**config.mk**
```make
export PLATFORM = sky130hd
export DESIGN_NAME = fft_frame_serializer
export DESIGN_NICKNAME = d
export VERILOG_FILES = /design/src/rtl/fft_frame_serializer.sv
export SDC_FILE = /design/constraint.sdc
export NUM_CORES = 1
export LEC_CHECK = 0
export BUFFER_PORTS_ARGS = -buffer_cell sky130_fd_sc_hd__buf_2
export CAP_MARGIN = 15
export CORE_MARGIN = 1
export CORE_UTILIZATION = 45
export DETAILED_ROUTE_END_ITERATION = 10
export PLACE_DENSITY = 0.65
export SLEW_MARGIN = 10
export SYNTH_ARGS = -nofsm -noshare
export SYNTH_HDL_FRONTEND = slang
export SYNTH_SLANG_ARGS = --single-unit
```
**constraint.sdc**
```tcl
create_clock -name clk -period 15.6 [get_ports clk]
set_input_delay 0 -clock clk [delete_from_list [all_inputs] [get_ports clk]]
set_output_delay 0 -clock clk [all_outputs]
set_load 0.05 [all_outputs]
```
**src/rtl/fft_frame_serializer.sv**
```systemverilog
// Double-banked N-point FFT frame serializer: parallel frame in, one indexed sample per beat out.
// Optional imaginary-sign conjugation per frame is enabled by defining FFT_SER_CONJ_EN.
module fft_frame_serializer #(
    parameter int N = 8,
    parameter int W = 32
) (
    input  logic                   clk,
    input  logic                   reset,
    input  logic [N*W-1:0]         in_data,
    input  logic                   in_valid,
    input  logic                   in_bitrev,
    output logic                   in_ready,
    output logic [$clog2(N)+W-1:0] out_data,
    output logic                   out_valid,
    input  logic                   out_ready,
    output logic                   out_last,
`ifdef FFT_SER_CONJ_EN
    input  logic                   conj_en,
`endif
    output logic                   done
);
    localparam int LOGN = $clog2(N);

    logic [N*W-1:0]  bank_q [2];
    logic [N*W-1:0]  bank_d [2];
    logic [1:0]      brev_q, brev_d;
    logic [1:0]      conj_q, conj_d;
    logic [1:0]      full_q, full_d;
    logic            wr_sel_q, wr_sel_d;
    logic            rd_sel_q, rd_sel_d;
    logic [LOGN-1:0] cnt_q, cnt_d;
    logic            done_q, done_d;

    logic [LOGN-1:0] rev_cnt;
    logic [LOGN-1:0] rd_idx;
    logic [W-1:0]    rd_sample;
    logic [W-1:0]    imag_sign;
    logic            capture;
    logic            accept;
    logic            cnt_at_last;
    logic            conj_in;

`ifdef FFT_SER_CONJ_EN
    assign conj_in = conj_en;
`else
    assign conj_in = 1'b0;
`endif

    genvar gi;
    generate
        for (gi = 0; gi < LOGN; gi++) begin : g_rev
            assign rev_cnt[gi] = cnt_q[LOGN-1-gi];
        end
    endgenerate

    assign imag_sign   = {{(W/2){1'b0}}, 1'b1, {(W/2-1){1'b0}}};
    assign rd_idx      = brev_q[rd_sel_q] ? rev_cnt : cnt_q;
    assign rd_sample   = bank_q[rd_sel_q][rd_idx*W +: W] ^ (conj_q[rd_sel_q] ? imag_sign : '0);
    assign cnt_at_last = (cnt_q == LOGN'(N-1));

    assign in_ready  = !full_q[wr_sel_q] && !reset;
    assign out_valid = full_q[rd_sel_q] && !reset;
    assign out_last  = out_valid && cnt_at_last;
    assign out_data  = {cnt_q, rd_sample};
    assign done      = done_q;

    assign capture = in_valid && in_ready;
    assign accept  = out_valid && out_ready;

    always_comb begin
        bank_d   = bank_q;
        brev_d   = brev_q;
        conj_d   = conj_q;
        full_d   = full_q;
        wr_sel_d = wr_sel_q;
        rd_sel_d = rd_sel_q;
        cnt_d    = cnt_q;
        done_d   = 1'b0;
        // Capture and release can coincide; they never address the same bank.
        if (capture) begin
            bank_d[wr_sel_q] = in_data;
            brev_d[wr_sel_q] = in_bitrev;
            conj_d[wr_sel_q] = conj_in;
            full_d[wr_sel_q] = 1'b1;
            wr_sel_d         = !wr_sel_q;
        end
        if (accept) begin
            if (cnt_at_last) begin
                cnt_d            = '0;
                full_d[rd_sel_q] = 1'b0;
                rd_sel_d         = !rd_sel_q;
                done_d           = 1'b1;
            end else begin
                cnt_d = cnt_q + 1'b1;
            end
        end
    end

    always_ff @(posedge clk) begin
        if (reset) begin
            brev_q   <= '0;
            conj_q   <= '0;
            full_q   <= '0;
            wr_sel_q <= 1'b0;
            rd_sel_q <= 1'b0;
            cnt_q    <= '0;
            done_q   <= 1'b0;
        end else begin
            brev_q   <= brev_d;
            conj_q   <= conj_d;
            full_q   <= full_d;
            wr_sel_q <= wr_sel_d;
            rd_sel_q <= rd_sel_d;
            cnt_q    <= cnt_d;
            done_q   <= done_d;
        end
    end

    // Bank contents need no reset; validity is tracked by full_q.
    generate
        for (gi = 0; gi < 2; gi++) begin : g_bank
            always_ff @(posedge clk) begin
                bank_q[gi] <= bank_d[gi];
            end
        end
    endgenerate
endmodule

```
== Word level (Yosys, flattened, before mapping) ==
Index checks and enable logic that the tools add are counted.

* Add/sub/neg operators: 1
* Order comparisons: 7
* Equality and inequality tests: 1
* Shifts and indexed selects: 1
* Muxes and demuxes: 26
* Bitwise gates (word level): 9
* Reductions and logical operators: 14

{| class="wikitable"
|+ Operator list
! operator !! number
|-
| two-way mux 256 bit || 4
|-
| bitwise mux 512 bit || 1
|-
| demux 256 bit (select 1 bit) || 1
|-
| variable part select 256 x 9 -> 32 bit || 1
|-
| XOR 32 x 16 -> 32 bit || 1
|-
| two-way mux 16 bit || 1
|-
| two-way mux 1 bit || 11
|-
| logical AND 1 bit || 8
|-
| two-way mux 2 bit || 3
|-
| two-way mux 3 bit || 2
|-
| AND 2 bit || 2
|-
| greater-or-equal comparator 2 bit (second input constant) || 2
|-
| zero test 1 bit || 4
|-
| less-than comparator 1 x 2 -> 1 bit (second input constant) || 2
|-
| inverter 1 -> 2 bit || 2
|-
| inverter 2 bit || 2
|-
| adder 3 x 1 -> 3 bit (second input constant) || 1
|-
| == test 3 bit (second input constant) || 1
|-
| bitwise mux 2 bit || 1
|-
| demux 1 bit (select 1 bit) || 2
|-
| greater-or-equal comparator 1 bit (second input constant) || 2
|-
| less-than comparator 2 x 1 -> 1 bit (second input constant) || 1
|-
| bitwise OR 2 bit || 1
|-
| AND reduction 2 bit || 1
|-
| other kinds (2) || 2
|}

* Register bits after elaboration: 524
* Bits of input ports: 261
* Output and inout port bits: 39
* Logic and storage cells: 68

== Logic depth before layout (Yosys ltp) ==
Gate-level depths: netlist of run 1.

* Word-level depth: 9
* Depth in mapped cells: 9
* Gate-level depth less buffers: 6

== Worst setup path before layout of run 1 ==
Ideal clock, no wire load.

* Path type: register to register
* Start: reg full_q[0]
* End: reg brev_q[0]
* Setup time: 0.135 ns
* Arrival time: 13.486 ns
* Data required time: 15.465 ns
* Slack: 1.979 ns
* Cell stages (with the launch flop): 7
* Path buffers: 0
* Period minus slack after synthesis: 13.621 ns
* Cells stage by stage: dfxtp_1 nor2b_1 a211oi_1 nand2_1 nor2_1 mux2i_1 nor2_1

* Longest elaborated chain between the ends: 5

{| class="wikitable"
|+ Ends and longest elaborated chain
! item !! RTL line !! RTL
|-
| from (decl) || 28 || <nowiki>logic [1:0] full_q, full_d;</nowiki>
|-
| from (signal assigned) || 111 || <nowiki>full_q <= full_d;</nowiki>
|-
| two-way mux 1 bit (not written as such) (2 in a row) || 61 || <nowiki>assign in_ready = !full_q[wr_sel_q] && !reset;</nowiki>
|-
| zero test 1 bit || 61 ||
|-
| logical AND 1 bit || 61 ||
|-
| named net in_ready || 12 || <nowiki>output logic in_ready,</nowiki>
|-
| logical AND 1 bit || 67 || <nowiki>assign capture = in_valid && in_ready;</nowiki>
|-
| to (signal assigned) || 109 || <nowiki>brev_q <= brev_d;</nowiki>
|-
| to (decl) || 26 || <nowiki>logic [1:0] brev_q, brev_d;</nowiki>
|}

The timed path passes the listed nets, and every way through them passes these cells. The select of a mux whose other input is x is not followed.
A chain may end at the register's enable or synchronous reset.

== Worst setup path in the final report of run 1 ==
* Start: reg rd_sel_q
* End: out out_data[21]

* Longest elaborated chain between the ends: 6
* Elaborated cells on any way between the ends: 9
* Classes of those cells: shift: 1; mux: 6; bitwise: 2

{| class="wikitable"
|+ Ends and longest elaborated chain
! item !! RTL line !! RTL
|-
| from (decl) || 30 || <nowiki>logic rd_sel_q, rd_sel_d;</nowiki>
|-
| from (signal assigned) || 113 || <nowiki>rd_sel_q <= rd_sel_d;</nowiki>
|-
| inverter 1 -> 2 bit (not written as such) || 58 || <nowiki>assign rd_sample = bank_q[rd_sel_q][rd_idx*W +: W] ^ (conj_q[rd_sel_q] ? imag_sign : '0);</nowiki>
|-
| two-way mux 256 bit (not written as such) (3 in a row) || 58 ||
|-
| variable part select 256 x 9 -> 32 bit (*) || 58 ||
|-
| XOR 32 x 16 -> 32 bit (*) || 58 ||
|-
| to (decl) || 13 || <nowiki>output logic [$clog2(N)+W-1:0] out_data,</nowiki>
|}

Mark *: on every way between the ends. The rest lies on a longest branch, timed or not. The select of a mux whose other input is x is not followed.

==> results of run 1 <==
final timing paths:
kind | cells after the start | endpoint | slack [ns] | from
hold reg to reg | 1 | conj_q[0] | 0.48 | conj_q[0]
setup / recovery | 9 | out_data[21] | 10.42 | rd_sel_q
setup reg to reg | 5 | bank_q[176] | 11.77 | wr_sel_q
hold / removal | 2 | bank_q[351] | 0.13 | in_data[95]
state kept, by name, summed over array words and instances, names as in the netlist:
register	flops
done	1
cnt_q	3
rd_sel_q	1
conj_q	2
wr_sel_q	1
bank_q	512
full_q	2
brev_q	2
cell usage in the layout, fill, tap and decap left out, types with 16 or more instances in the layout:
master	Yosys	routed
mux2i_1	70	69
edfxtp_1	512	512
a21oi_1	70	70
clkbuf_1	55	16
dlygate4sd3_1	0	261
o21ai_1	18	18
buf_2	32	299
o32a_1	18	18
clkbuf_16	0	55
nand3_1	28	28
a221oi_1	98	98
nand2_1	140	139
o221ai_1	32	32
final cells by class:
cell class | instances | area (um^2) | area share
clock inverter | 28 | 315 | 0.0119
tap | 585 | 732 | 0.0277
sequential | 524 | 15600 | 0.590
timing repair buffer | 576 | 4240 | 0.160
clock buffer | 71 | 1440 | 0.0543
multi-input combinational | 603 | 4090 | 0.154
inverter | 2 | 7.51 | 0.000284
antenna | 7 | 17.5 | 0.000662
cells by family (layout without fill, tap and decap cells):
| family | count (synthesis) | in the layout | synth area share |
|---|---|---|---|
| compound gates | 288 | 288 | 0.107 |
| other cells | 0 | 7 | 0 |
| simple gates | 235 | 235 | 0.0528 |
| buf+inv | 97 | 677 | 0.0211 |
| flops | 524 | 524 | 0.779 |
| xor+xnor | 3 | 3 | 0.00131 |
| fa+ha+maj | 2 | 2 | 0.00125 |
| mux | 75 | 75 | 0.0379 |
per-stage QoR:
stage / setup slack (ns) / hold slack, ns / area [um^2] / power [mW] / cells
2_1_floorplan: 1.98 / 0.0761 / 20000 / 1.74 / 1224
3_3_place_gp: 11.18 / 0.189 / 22100 / 1.80 / 2029
3_5_place_dp: 11.09 / 0.191 / 22100 / 1.80 / 2029
4_1_cts: 10.42 / 0.0843 / 26400 / 3.13 / 2389
5_1_grt: 10.15 / 0.104 / 26500 / 3.20 / 2396
6_report: 10.42 / 0.128 / 26500 / 3.12 / 2396
what timing repair did:
| action | 4_1_cts | 5_1_grt |
|---|---|---|
| gates resized for setup | 0 | 0 |
| endpoints found under the hold margin | 524 | 0 |
| endpoints found under the setup margin | 0 | 0 |
| hold buffers | 261 | 0 |
layer usage:
metal  part of all wire  vias up
met5            0.00083        -
met3              0.076      110
met4              0.027        8
li1                   -     6043
met2               0.50      576
met1               0.40     6719
worst max-delay path, delay by kind of cell, from the launching register on:
family | cells | cell delay (ns)
buffers and inverters | 4 | 2.01
DFF | 1 | 0.92
AOI/OAI and AO/OA | 3 | 0.80
muxes | 2 | 0.75
report_power, final:
part / internal, mW / switching, mW / total [mW]
registers: 1.60 / 0.0130 / 1.61
clock network: 0.761 / 0.526 / 1.29
logic: 0.0944 / 0.119 / 0.214
==> results.md, run 1 <==
* Status: finished clean
* DP HPWL at 30800 um
* Most frequent CP cell: buf_4
* Area Overhead vs Synth at 32.0%
* Post-route DRC at 0
* Met1 GRT Util at 0.309
* Syn_area_per_cell at 16.4 um^2
* Nets at about 2000
* Htree depth at 2
* Pwr/cell area at 118 nW/um^2
* Placeable Area at 43600 um^2
* Critical path class: flop to output pin
* Final Critical Period at 5.18 ns
* Row count at between 70 and 80
* Final core utilization at 0.607
* Element type at the critical path end: output pin
* Final hold violation count at 0
* Most frequent cell after synthesis: edfxtp_1
* Largest net degree at the start of global routing at 188
* Post-synth top area cell: edfxtp_1
* Syn. warnings at 0
* Cells after Synth at 1224
* First-pass GRT wire length at 81500 um
* RSZ-0062 raised after global routing: false
* Flops & latches, synth at 524
* GRT Resource Usage Total at 0.242
* Fill count at 3295
* Synth top area cells: edfxtp_1, a221oi_1, mux2i_1, nand2_1, a21oi_1
* CTS Buffer Depth at 3
* Setup bufs post-CTS at 0
* Synth cell types at 47
* Synthesized net count at 1487
* Post-synth top area share at 0.767
* Routed WL per cell at 23.1 um
* Worst-Margin Slew at 1.23 ns
* Crit path max-delay cell type: dfxtp_1
* Seq/Total Area, Yosys at 0.779
* Tcrit/Tclk final at 0.332
* Asr flop ratio synth at 0
* CP max FO at between 70 and 80
* Skew final at around 0.022 ns
* Worst path cell trace: mux2i_1 -> buf_4 -> mux2i_4 -> buf_4 -> buf_4 -> a221oi_1 -> o221ai_1 -> o32a_1 -> buf_2
* Share of cells above drive strength 1 at 0.223
* Critical Path AT at 5.18 ns
* Die height at 213 um
* PortBufs at 299
* Synth Flop Type: edfxtp_1
* F_max at about 0.19 GHz
* Starting density of the core at 0.460
* Slowest stage delay, CP at 0.92 ns
* Setup TNS Final at 0 ns
* Post-Syn Area at around 20000 um^2
* Antenna violations before repair at 11
* Worst Path Required at between 15 and 20 ns
* Worst-skew pair later-pin latency at around 0.6 ns
* # IOs at 300
* Rel. slew slack at 0.181
* Fin. max-slew vios at 0
* Via density at 5.62
* Post-DRT Antenna Nets at 0
* Met2 Resource Use GR at 0.406
* Max-Cap Viols at 0
* EDFF count, synth at 512
* Clk slew on worst S/H paths at 0.06 ns
* Grt ovf at 0
* Wirelength, routed at about 55000 um
* Die width at ~210 um
* Synth cell count leaders: edfxtp_1, nand2_1, a221oi_1
* Root Driver: clkbuf_16
* Vias in the first global route at 13700
* Leakage at 9.12 nW
* Die area at between 40000 and 50000 um^2
* Drt first pass iters at 5
* Endpoints failing setup at 0
* TritonCTS buffer count at 53
* CTS tree: built
* GR peak layer: met2
* Max IR drop VDD at 0.0968 mV
* Initial DRC Count at 1176
* Routed vias at 13500
* Hold Path Class: primary input to flop
* Gpl congestion at slightly above 0.8
* GR Layer Usage met3 at 0.0593
* Startpoint class of the critical path: flop
* Clk sinks at 524
No activity file was read; power rests on OpenSTA's default activity.
==> inputs of run 2 (changes only) <==
--- a/config.mk
+++ b/config.mk
@@ -10,7 +10,7 @@
 export CORE_MARGIN = 1
 export CORE_UTILIZATION = 45
 export DETAILED_ROUTE_END_ITERATION = 10
-export PLACE_DENSITY = 0.65
+export PLACE_DENSITY = 0.68
 export SLEW_MARGIN = 10
 export SYNTH_ARGS = -nofsm -noshare
 export SYNTH_HDL_FRONTEND = slang
==> constraint.sdc (replaced) <==
create_clock -name clk -period 4.7 [get_ports clk]
set_input_delay 0 -clock clk [delete_from_list [all_inputs] [get_ports clk]]
set_output_delay 0 -clock clk [all_outputs]
set_load 0.05 [all_outputs]
==> results.md, run 2 (synthesized netlist as in run 1, its figures left out) <==
* Reg2reg setup slack at 1.84 ns
* Cell Area, Placed at about 22000 um^2
* Placeable Area at 43600 um^2
* Origin of the critical flop-to-flop path: full_q[0]
* TritonCTS buffer count at 52
* Gate power share at 0.070
* Switching share of power at 0.215
* Worst-skew pair later-pin latency at 0.59 ns
* Setup TNS Final at 0 ns
* Clk pwr share at 0.406
* Leakage at 9.20 nW
* Antenna violations before repair at 7
* Max reg flops at just over 500
* Skew final at 0.0111 ns
* Tcrit/Tclk final at 0.849
* GRT Resource Usage Total at 0.243
* Reg-to-Reg End: brev_q[0]
* DP HPWL at 31800 um
* Die width at roughly 210 um
* Max IR drop VDD at 0.321 mV
* Hold path cells at 2
* Max-Cap Viols at 0
* F_max at between 0.2 and 0.3 GHz
* First-pass GRT wire length at 82300 um
* Wirelength, routed at between 50000 and 60000 um
* # IOs at 300
* CTS Buffer Depth at 3
* Starting density of the core at 0.460
* Clk sinks at 524
* Die height at between 200 and 250 um
* Hold path start: in_data[82]
* Gpl congestion at 0.887
* Most common cell after layout, fill and taps aside: edfxtp_1
* Grt ovf at 0
* Internal at 8.03 mW
* Critical path class: flop to output pin
* Commonest cells after routing, fill and taps aside: edfxtp_1, buf_2, dlygate4sd3_1, nand2_1, a221oi_1
* Htree depth at 2
* Area Overhead vs Synth at 32.6%
* Nets at 2033
* Die area at 45400 um^2
* Net Sw Power at 2.19 mW
* RSZ-0062 raised after global routing: false
* Fin. max-slew vios at 0
* Clk slew on worst S/H paths at 0.07 ns
* CP max FO at 82
* Fill count at 3224
* Sequential share of power at 0.524
* Setup slack after placement at 1.45 ns
* Vias in the first global route at 14100
* Startpoint class of the critical path: flop
* Initial DRC Count at 1363
* Share of cells above drive strength 1 at 0.234
* CTS tree: built
* Via density at 5.68
* Routed vias at 13700
* Worst Path Required at approximately 4.7 ns
* Status: finished clean
* PortBufs at 299
* Worst-Margin Slew at 1.13 ns
* Root Driver: clkbuf_16
* Rel. slew slack at 0.248
* Post-route cell area at 26600 um^2
* Routed WL per cell at 23.1 um
* Reg2reg path depth at 8
* Min Hold Slack at 0.137 ns
* Top reg by flops: bank_q
* Final hold violation count at 0
* Largest registers: bank_q x512, cnt_q x3
* Critical Path AT at 3.99 ns
* Post-route DRC at 0
* Setup ws final at just over 0.7 ns
* Overall power at 10.2 mW
* Drt first pass iters at 5
* Hold EP: bank_q[82]
* Largest net degree at the start of global routing at 143
* Final Critical Period at about 4 ns
* Pwr/cell area at around 380 nW/um^2
* Row count at 76
* Post-DRT Antenna Nets at 0
* Element type at the critical path end: output pin
* Hold Path Class: primary input to flop
* Endpoints failing setup at 0
[run 2: cell count changes in the layout (fill, tap and decap cells not counted), moves of 2 or more]
cell       before  now
clkinv_1       12   10
clkbuf_16      55   53
buf_4          15   19
clkbuf_1       16    6
buf_12          1    8
clkinv_2        4   13
[run 2: worst max path at each step]
stage / from / to / slack [ns] / cells past startpoint
after floorplan: wr_sel_q / brev_q[0] / -0.88 / 6
after global placement: rd_sel_q / out_data[5] / 1.52 / 9
after detailed placement: rd_sel_q / out_data[8] / 1.45 / 9
after CTS: rd_sel_q / out_data[8] / 0.81 / 9
after global routing: rd_sel_q / out_data[28] / 0.54 / 9
final: rd_sel_q / out_data[28] / 0.71 / 9
[run 2: power groups by stage]
stage | Sequential (mW) | Combinational [mW] | Clock, mW
floorplan | 5.46 | 0.278 | 0
finish | 5.36 | 0.718 | 4.15
CTS | 5.36 | 0.710 | 4.20
global route | 5.37 | 0.762 | 4.37
global placement | 5.45 | 0.511 | 0
detailed placement | 5.45 | 0.525 | 0
[run 2: routing by layer]
| layer | part of all wire | track usage | up-vias | wire (um) |
|---|---|---|---|---|
| met3 | 0.079 | 0.0521 | 144 | 4410 |
| met1 | 0.39 | 0.303 | 6753 | 21500 |
| met4 | 0.033 | 0.0963 | 2 | 1850 |
| li1 | - | - | 6072 | - |
| met5 | 0.00014 | 0 | - | 8 |
| met2 | 0.50 | 0.412 | 679 | 27800 |
[run 2: area by class of cell]
cell class,instances,area (um^2),share of cell area
tap,585,732,0.0275
multi-input combinational,603,4110,0.154
clock inverter,36,343,0.0129
inverter,2,7.51,0.000282
clock buffer,59,1350,0.0507
sequential,524,15600,0.587
timing repair buffer,587,4410,0.166
antenna,7,17.5,0.000659
[run 2: what timing repair did]
action | CTS | global route
endpoints found under the hold margin | 524 | 0
setup buffers | 0 | 0
gates resized for setup | 0 | 0
hold buffers | 261 | 0
[run 2: worst max-delay path, stage by stage (launching register included)]
cell	delay, ns
dfxtp_1	0.30
buf_4	0.28
mux2i_1	0.47
buf_4	0.27
mux2_8	0.60
buf_12	0.36
mux2i_1	0.31
o221ai_1	0.20
o32a_1	0.26
buf_2	0.22
[run 2: per-stage QoR]
stage | cells | utilization
floorplan | 1224 | -
global placement | 2040 | 0.511
detailed placement | 2040 | 0.511
CTS | 2396 | 0.610
global route | 2399 | 0.610
finish | 2403 | 0.610
==> inputs of run 3 (changes only) <==
--- a/config.mk
+++ b/config.mk
@@ -10,7 +10,7 @@
 export CORE_MARGIN = 1
 export CORE_UTILIZATION = 45
 export DETAILED_ROUTE_END_ITERATION = 10
-export PLACE_DENSITY = 0.68
+export PLACE_DENSITY = 0.65
 export SLEW_MARGIN = 10
 export SYNTH_ARGS = -nofsm -noshare
 export SYNTH_HDL_FRONTEND = slang
==> constraint.sdc (replaced) <==
create_clock -name clk -period 4 [get_ports clk]
set_input_delay 0 -clock clk [delete_from_list [all_inputs] [get_ports clk]]
set_output_delay 0 -clock clk [all_outputs]
set_load 0.05 [all_outputs]
==> results.md, run 3 (synthesized netlist as in run 1, its figures left out) <==
* Status: finished clean
* Largest registers: bank_q x512, cnt_q x3
* DP HPWL at 31800 um
* Die height at 213 um
* Max reg flops at between 500 and 600
* Leakage at 9.23 nW
* Worst Setup EP: out_data[29]
* Grt ovf at 0
* Pwr/cell area at between 400 and 500 nW/um^2
* Most common cell after layout, fill and taps aside: edfxtp_1
* RSZ-0062 raised after global routing: false
* Area Overhead vs Synth at 33.0%
* Min Hold Slack at between 0.1 and 0.15 ns
* CTS Buffer Depth at 3
* Final core utilization at 0.612
* Origin of the critical flop-to-flop path: full_q[0]
* Max-Cap Viols at 0
* PortBufs at 299
* CTS tree: built
* Top reg by flops: bank_q
* GRT Resource Usage Total at 0.240
* Routed WL per cell at 22.8 um
* Critical path class: flop to output pin
* Gate power share at 0.070
* Worst Path Required at roughly 4 ns
* Rel. slew slack at 0.302
* Htree depth at 2
* Net Sw Power at 2.61 mW
* Skew final at 0.0278 ns
* Root Driver: clkbuf_16
* Reg2reg path depth at 8
* Wirelength, routed at 54800 um
* Switching share of power at 0.217
* Final Critical Period at between 3 and 4 ns
* Critical Path AT at 3.53 ns
* Largest net degree at the start of global routing at around 140
* Sequential share of power at 0.522
* Placeable Area at 43600 um^2
* Worst-skew pair later-pin latency at a little over 0.6 ns
* Drt first pass iters at 6
* CP max FO at 95
* Post-route DRC at 0
* Initial DRC Count at 1445
* Reg-to-Reg End: brev_q[0]
* Setup bufs post-CTS at 0
* Worst-Margin Slew at 1.05 ns
* Clk sinks at 524
* # IOs at 300
* Final hold violation count at 0
* Fin. max-slew vios at 0
* Starting density of the core at 0.460
* Endpoints failing setup at 0
* Via density at roughly 5.6
* Non-Filler Instances at around 2400
* Max IR drop VDD at 0.442 mV
* Cell Area, Placed at between 20000 and 25000 um^2
* Internal at 9.45 mW
* Clk pwr share at 0.408
* Antenna violations before repair at 11
* Fill count at around 3300
* Setup ws final at 0.473 ns
* Post-cts sizing count at 0
* Commonest cells after routing, fill and taps aside: edfxtp_1, buf_2, dlygate4sd3_1, nand2_1, a221oi_1
* Routed vias at roughly 14000
* Placed Instances at ~2000
* Die area at 45400 um^2
* Element type at the critical path end: output pin
* Setup slack after placement at 1.11 ns
* Post-DRT Antenna Nets at 0
* CP startpoint: cnt_q[0]
* Overall power at 12.1 mW
* Tcrit/Tclk final at 0.882
* F_max at 0.284 GHz
* Post-route cell area at 26700 um^2
* Hold path cells at 2
* TritonCTS buffer count at between 50 and 60
* Clk slew on worst S/H paths at ~0.060 ns
* Row count at 76
* Reg2reg setup slack at about 1.5 ns
* Setup TNS Final at 0 ns
* Vias in the first global route at about 14000
* Share of cells above drive strength 1 at 0.232
* Hold Path Class: primary input to flop
* Die width at 213 um
* First-pass GRT wire length at 81400 um
* Startpoint class of the critical path: flop
* Gpl congestion at 0.831
* Nets at 2034
-- run 3: layout make-up --
class	count	area, um^2	share of cell area
Antenna cell	7	17.5	0.000657
Clock buffer	58	1350	0.0505
Clock inverter	42	395	0.0148
Inverter	2	7.51	0.000282
Multi-Input combinational cell	603	4110	0.154
Sequential cell	524	15600	0.586
Tap cell	585	732	0.0275
Timing Repair Buffer	587	4440	0.166
-- run 3: power by group through the flow --
| stage | clock [mW] | sequential [mW] | combinational (mW) |
|---|---|---|---|
| floorplan | 0 | 6.42 | 0.327 |
| global placement | 0 | 6.40 | 0.614 |
| detailed placement | 0 | 6.41 | 0.627 |
| CTS | 5.00 | 6.29 | 0.838 |
| global route | 5.20 | 6.31 | 0.898 |
| finish | 4.92 | 6.30 | 0.845 |
-- run 3: per-layer routing --
metal,global-route usage,up-vias,share of wire
li1,-,6078,-
met1,0.316,6727,0.40
met2,0.392,642,0.49
met3,0.0499,139,0.077
met4,0.0963,8,0.034
met5,0,-,0.00089
-- run 3: worst min-delay path by stage --
stage | startpoint | endpoint
floorplan | reset | in_ready
global placement | in_data[93] | bank_q[93]
detailed placement | in_data[33] | bank_q[33]
CTS | in_data[218] | bank_q[474]
global route | in_data[201] | bank_q[201]
finish | in_data[130] | bank_q[386]
-- run 3: what timing repair did --
action                     CTS  global route
setup endpoints to repair    0             0
hold buffers               261             0
hold endpoints to repair   524             0
-- run 3: critical path, stage by stage, from the launching register on --
cell and delay [ns]:
dfxtp_1 0.79, mux2_8 0.77, buf_4 0.34, mux2i_1 0.11, o22ai_1 0.35, o22a_1 0.23, buf_2 0.26
